==> src/rtl/mine_pkg.sv <==
// Shared definitions for the mine placer: FSM encoding, board geometry and
// the seed used when the requester supplies a zero seed.
// Ports: none (package only).
package mine_pkg;

  // Placer FSM states.
  typedef enum logic [2:0] {
    ST_IDLE  = 3'd0,
    ST_SEED  = 3'd1,
    ST_CLEAR = 3'd2,
    ST_DRAW  = 3'd3,
    ST_CHECK = 3'd4,
    ST_FIN   = 3'd5
  } state_t;

  // Board is 16x16 cells, addressed row*16+col.
  localparam int CELLS = 256;

  // At least two cells must remain free: the safe cell and one spare, so a
  // request above this count can never be satisfied.
  localparam int MAX_MINES = 254;

  // An all-zero seed locks an LFSR, so it is replaced by this value.
  localparam logic [7:0] DEF_SEED = 8'hE2;

  // Seed actually handed to the random generator.
  function automatic logic [7:0] pick_seed(input logic [7:0] s,
                                           input logic [7:0] def_seed);
    return (s == 8'h00) ? def_seed : s;
  endfunction

endpackage

==> src/rtl/mine_placer.sv <==
// Purpose : seeds an external RanGen, clears the 256-cell board, then places
//           mine_count mines at distinct random cells, never on safe_cell.
// Latency : 2 cycles for a rejected request; otherwise 1 + 256 clear cycles
//           + 2 cycles per draw + 1 FIN cycle.
// Backpr. : none; start is accepted only in IDLE and ignored while busy.
// Ports   : clk/reset (sync, active-high); start/seed/mine_count/safe_cell
//           request; rnd_load/rnd_seed/rnd_en/rnd_y to the RanGen; board_we/
//           board_addr/board_data to the board RAM; busy/done/err status.
module mine_placer #(
  parameter int         GUARD    = 255,
  parameter logic [7:0] DEF_SEED = mine_pkg::DEF_SEED
) (
  input  logic       clk,
  input  logic       reset,
  input  logic       start,
  input  logic [7:0] seed,
  input  logic [7:0] mine_count,
  input  logic [7:0] safe_cell,
  output logic       rnd_load,
  output logic [7:0] rnd_seed,
  output logic       rnd_en,
  input  logic [7:0] rnd_y,
  output logic       board_we,
  output logic [7:0] board_addr,
  output logic       board_data,
  output logic       busy,
  output logic       done,
  output logic       err
);

  import mine_pkg::*;

  localparam logic [7:0] GUARD_L     = 8'(GUARD);
  localparam logic [7:0] MAX_MINES_L = 8'(MAX_MINES);

  state_t state, state_n;

  // Request fields latched on an accepted start.
  logic [7:0] seed_q;
  logic [7:0] count_q;
  logic [7:0] safe_q;

  // Run counters.
  logic [7:0] clr_idx;   // CLEAR write address, 0..255
  logic [7:0] placed;    // mines placed so far
  logic [7:0] rej;       // consecutive rejected draws
  logic       err_q;     // outcome reported with done

  // Occupancy bitmap; initialised only by CLEAR, never by reset.
  logic [CELLS-1:0] bitmap;

  logic       hit;
  logic [7:0] rej_inc;
  logic [7:0] placed_inc;

  // A draw is rejected when it lands on the safe cell or an occupied cell.
  assign hit        = (rnd_y == safe_q) || bitmap[rnd_y];
  // Reject counter saturates at GUARD.
  assign rej_inc    = (rej == GUARD_L) ? rej : rej + 8'd1;
  assign placed_inc = placed + 8'd1;

  // State register and run bookkeeping.
  always_ff @(posedge clk) begin
    if (reset) begin
      state   <= ST_IDLE;
      seed_q  <= 8'h00;
      count_q <= 8'h00;
      safe_q  <= 8'h00;
      clr_idx <= 8'h00;
      placed  <= 8'h00;
      rej     <= 8'h00;
      err_q   <= 1'b0;
    end else begin
      state <= state_n;
      unique case (state)
        ST_IDLE: begin
          if (start) begin
            seed_q  <= seed;
            count_q <= mine_count;
            safe_q  <= safe_cell;
            clr_idx <= 8'h00;
            placed  <= 8'h00;
            rej     <= 8'h00;
            err_q   <= 1'b0;
          end
        end
        ST_SEED: begin
          // Unsatisfiable request: flagged here, FIN follows immediately.
          err_q <= (count_q > MAX_MINES_L);
        end
        ST_CLEAR: begin
          clr_idx <= clr_idx + 8'd1;
        end
        ST_CHECK: begin
          if (hit) begin
            rej <= rej_inc;
            if (rej_inc == GUARD_L) begin
              err_q <= 1'b1;
            end
          end else begin
            placed <= placed_inc;
            rej    <= 8'h00;
          end
        end
        default: begin
        end
      endcase
    end
  end

  // Bitmap has no reset: it is wiped one cell per CLEAR cycle and a cell is
  // marked when a draw is accepted.
  always_ff @(posedge clk) begin
    if (!reset) begin
      if (state == ST_CLEAR) begin
        bitmap[clr_idx] <= 1'b0;
      end else if (state == ST_CHECK && !hit) begin
        bitmap[rnd_y] <= 1'b1;
      end
    end
  end

  // Next state and Moore/Mealy outputs.
  always_comb begin
    state_n    = state;
    rnd_load   = 1'b0;
    rnd_seed   = 8'h00;
    rnd_en     = 1'b0;
    board_we   = 1'b0;
    board_addr = 8'h00;
    board_data = 1'b0;
    busy       = 1'b0;
    done       = 1'b0;
    err        = 1'b0;

    unique case (state)
      ST_IDLE: begin
        if (start) begin
          state_n = ST_SEED;
        end
      end
      ST_SEED: begin
        busy     = 1'b1;
        rnd_load = 1'b1;
        rnd_seed = pick_seed(seed_q, DEF_SEED);
        state_n  = (count_q > MAX_MINES_L) ? ST_FIN : ST_CLEAR;
      end
      ST_CLEAR: begin
        busy       = 1'b1;
        board_we   = 1'b1;
        board_addr = clr_idx;
        if (clr_idx == 8'hFF) begin
          state_n = (count_q == 8'h00) ? ST_FIN : ST_DRAW;
        end
      end
      ST_DRAW: begin
        busy    = 1'b1;
        rnd_en  = 1'b1;
        state_n = ST_CHECK;
      end
      ST_CHECK: begin
        busy = 1'b1;
        if (hit) begin
          state_n = (rej_inc == GUARD_L) ? ST_FIN : ST_DRAW;
        end else begin
          board_we   = 1'b1;
          board_addr = rnd_y;
          board_data = 1'b1;
          state_n    = (placed_inc == count_q) ? ST_FIN : ST_DRAW;
        end
      end
      ST_FIN: begin
        done    = 1'b1;
        err     = err_q;
        state_n = ST_IDLE;
      end
      default: begin
        state_n = ST_IDLE;
      end
    endcase
  end

endmodule

==> config.mk <==
export PLATFORM = sky130hd
export DESIGN_NAME = mine_placer
export DESIGN_NICKNAME = d
export VERILOG_FILES = /design/src/rtl/mine_pkg.sv /design/src/rtl/mine_placer.sv
export SDC_FILE = /design/constraint.sdc
export NUM_CORES = 1
export LEC_CHECK = 0
export CAP_MARGIN = 15
export CORE_MARGIN = 5
export CORE_UTILIZATION = 47
export CTS_CLUSTER_DIAMETER = 120
export DETAILED_ROUTE_END_ITERATION = 16
export DONT_BUFFER_PORTS = 1
export PLACE_DENSITY = 0.69
export SETUP_SLACK_MARGIN = 0.3
export SYNTH_ARGS = -nofsm -noshare
export SYNTH_HDL_FRONTEND = slang
export SYNTH_SLANG_ARGS = --single-unit
==> constraint.sdc <==
create_clock -name clk -period 12.05 [get_ports clk]
set_input_delay 0.6025 -clock clk [delete_from_list [all_inputs] [get_ports clk]]
set_output_delay 0.6025 -clock clk [all_outputs]
set_load 0.03 [all_outputs]
==> impl_metrics.toml <==
[logic_synthesis]
ys_ff_latch = 308
netlist_area_um2 = 16100
yosys.area.top_type = "edfxtp_1"
synth_area_leaders = "edfxtp_1 (48%), a21oi_1 (17%), dfxtp_1 (6.4%)"
ys_types = 64
yosys_warnings = 0
syn-mean-instance-area_um2 = 10.4
synth_top_cell_area_share = 0.476
synth_nets = 1594
synthArstFlopShare = 0
syn_inst = 1553
synth_most_common_cell = "a21oi_1"
synth_edf_count = 256
ys.flop_type = "edfxtp_1"
seq_area_frac_synth = 0.541
yosys-top-cells-count = "a21oi_1 (556), edfxtp_1 (256), nand2_1 (106)"

[worst_setup_path]
startpoint_type = "input pin"
critPathArrivalTime_ps = 5560
worstPathMaxFanout = 180
crit_chain = "nor2b_1, buf_4, a21o_1, o221ai_1, o311ai_0, a21oi_1, nand4b_2, or2_1, o21ai_1, and2_4, buf_12"
cpMaxStageDelayCell = "and2_4"
criticalPathCategory = "in -> reg"
r2r_cells = 10
cp-end-kind = "flip-flop"
cp_slowest_stage_delay_ps = 920
cp.required_ps = 12200

[floorplanning]
chipHeight_um = 195
ios = 58
design.die.area_um2 = 38100
rows = 67
die_w_um = 195
core_um2 = 33700
initial_core_util = 0.479

[grt]
grtUsageMet3 = 0.0531
global_route.peak_usage_layer = "met2"
grt_pass1_wl_mm = 74.4
grt_overflow = 0
antenna_found_initial = 0
grt_max_degree = 181
grt_pass1_vias = 12500
track_usage = 0.248
grtUsageMet2 = 0.388
use_met1 = 0.329

[clock_network]
cts_tree = "yes"
clock_latency_ps = 520
postCtsSetupRepairBufs = 0
cts_hold_buffers = 0
clk_pin_slew_worst_paths_ps = 60
cts_resized = 0
h-tree-depth = 2
cts-root-buf = "clkbuf_16"
cts_max_path_buffers = 3
cts_inserted_buffers = 34
cts_sinks = 308

[sta]
rsz0062_at_grt = "no"
maxSlewHeadroom = 0.180
fin_ws_ps = 6640
period_share = 0.449
hold_viol = 0
setup_viol = 0
fmax_mhz = 185
tns_ps = 0
drv_slew = 0
worst_pin_slew_ps = 1230
period_needed_ps = 5410
skew_ps = 25.5

[layout]
area_delta_synth_final_pct = 8.60
fill_cells = 2983
layout.nets = 1535
drive_gt1_frac = 0.0922
antennaDiodeCount = 0
finalNonFillerCells = 1966

[drt]
postRouteAntennaNets = 0
vias_per_cell = 6.70
drtIter0Drc = 1663
wl_per_cell_um = 25.1
wl_mm = 49.3
vias = 13200
first_pass_iters = 5
drcViolationCount = 0

[worst_hold_path]
holdCritPathClass = "in -> reg"
whs_path_depth = 1

[run]
max_cap_viol_count = 0

[power_and_ir_drop]
power.density_nw_per_um2 = 162
p_leak_nw = 5.95
vdd_drop_max_mv = 0.151

[outcome]
run_status = "completed"

[placement]
routabilityCongestion = 0.914
dpl.hpwl_mm = 29.8
place_ws_ps = 6230
portBuffers = 0
placed_cells = 1903
==> layout by cell type (no fill, tap or decap), types with 5 or more instances in the layout <==
cell type  synthesis  layout
clkinv_1           1       6
mux2i_1           70      70
o21a_1             5       5
nor3_1            27      22
nor2_1            73      73
a22oi_1           16      16
ha_1               6       6
or2_2              5       5
xor2_1            15      15
o21ai_0            5       5
nand3b_1           5       5
nand2b_1          13      13
nand2_1          106     106
xnor2_1            8       8
nor4_1             8       6
inv_1              8       8
a221oi_1           7       7
mux4_2            34      34
a22o_1            10      10
nand3_1           21      21
dfxtp_1           52      52
clkbuf_1         104      10
nand4_1            5       5
and2_1            25      24
buf_4             10      41
edfxtp_1         256     256
a21oi_1          556     556
clkbuf_16          0      35
o21ai_1            9       9
a21o_1             5       5
and3_1            13      13
a31oi_1            8       8
==> report_power, final <==
part / switching [W] / internal [W] / leakage [nW]
combinational: 0.000316 / 0.000145 / 2.69
sequential: 0.0000637 / 0.00131 / 2.74
clock: 0.000419 / 0.000585 / 0.512
==> cell families (layout without fill, tap and decap cells) <==
kind of cell / Yosys count / in the layout / synth area share
muxes: 110 / 110 / 0.0950
AOI/OAI and AO/OA: 647 / 647 / 0.216
adders and majority gates: 6 / 6 / 0.00465
DFF: 308 / 308 / 0.541
and+or+nand+nor: 313 / 313 / 0.0918
buffers and inverters: 146 / 111 / 0.0395
xor gates and xnor gates: 23 / 23 / 0.0125
==> final cells by class <==
cell class / count / area (um2) / share of cell area
clock buffers: 51 / 983 / 0.0561
clock inverters: 9 / 70.1 / 0.00400
inverters: 9 / 33.8 / 0.00193
multi-input cells: 1099 / 6830 / 0.389
flip-flops and latches: 308 / 8730 / 0.498
well taps: 448 / 561 / 0.0320
repair buffers: 42 / 328 / 0.0187
==> worst max-delay path: cells and delay by family <==
family / cells / cell delay (ps)
compound gates: 5 / 1280
simple gates: 4 / 2390
buf+inv: 2 / 1040
==> worst paths after layout <==
check                                             from                      to  slack, ps
worst max-delay path                          rnd_y[0]    bitmap[90]$_DFFE_PP_       6640
worst min-delay path                             reset     rej[1]$_SDFFE_PP0P_        160
worst max register to register   bitmap[180]$_DFFE_PP_    bitmap[90]$_DFFE_PP_       6780
worst min register to register  safe_q[4]$_SDFFE_PP0P_  safe_q[4]$_SDFFE_PP0P_        460
==> routing by layer <==
| metal | part of all wire | up-vias |
|---|---|---|
| met1 | 0.38 | 6327 |
| met3 | 0.12 | 163 |
| met2 | 0.46 | 927 |
| met4 | 0.051 | 0 |
| met5 | 0 | - |
| li1 | - | 5753 |
==> stage by stage <==
stage	utilization	hold WS, ps	power (W)	instance area (um2)
global route	0.520	141	0.00295	17500
floorplan	-	439	0.00177	16100
detailed placement	0.488	453	0.00185	16500
CTS	0.519	140	0.00284	17500
global placement	0.488	448	0.00184	16500
finish	0.520	161	0.00284	17500
==> state kept, by name, summed over array words and instances (netlist names) <==
signal,cells
bitmap,256
clr_idx,8
count_q,8
err_q,1
placed,8
rej,8
safe_q,8
seed_q,8
state,3
(Power assumes the default switching activity.)
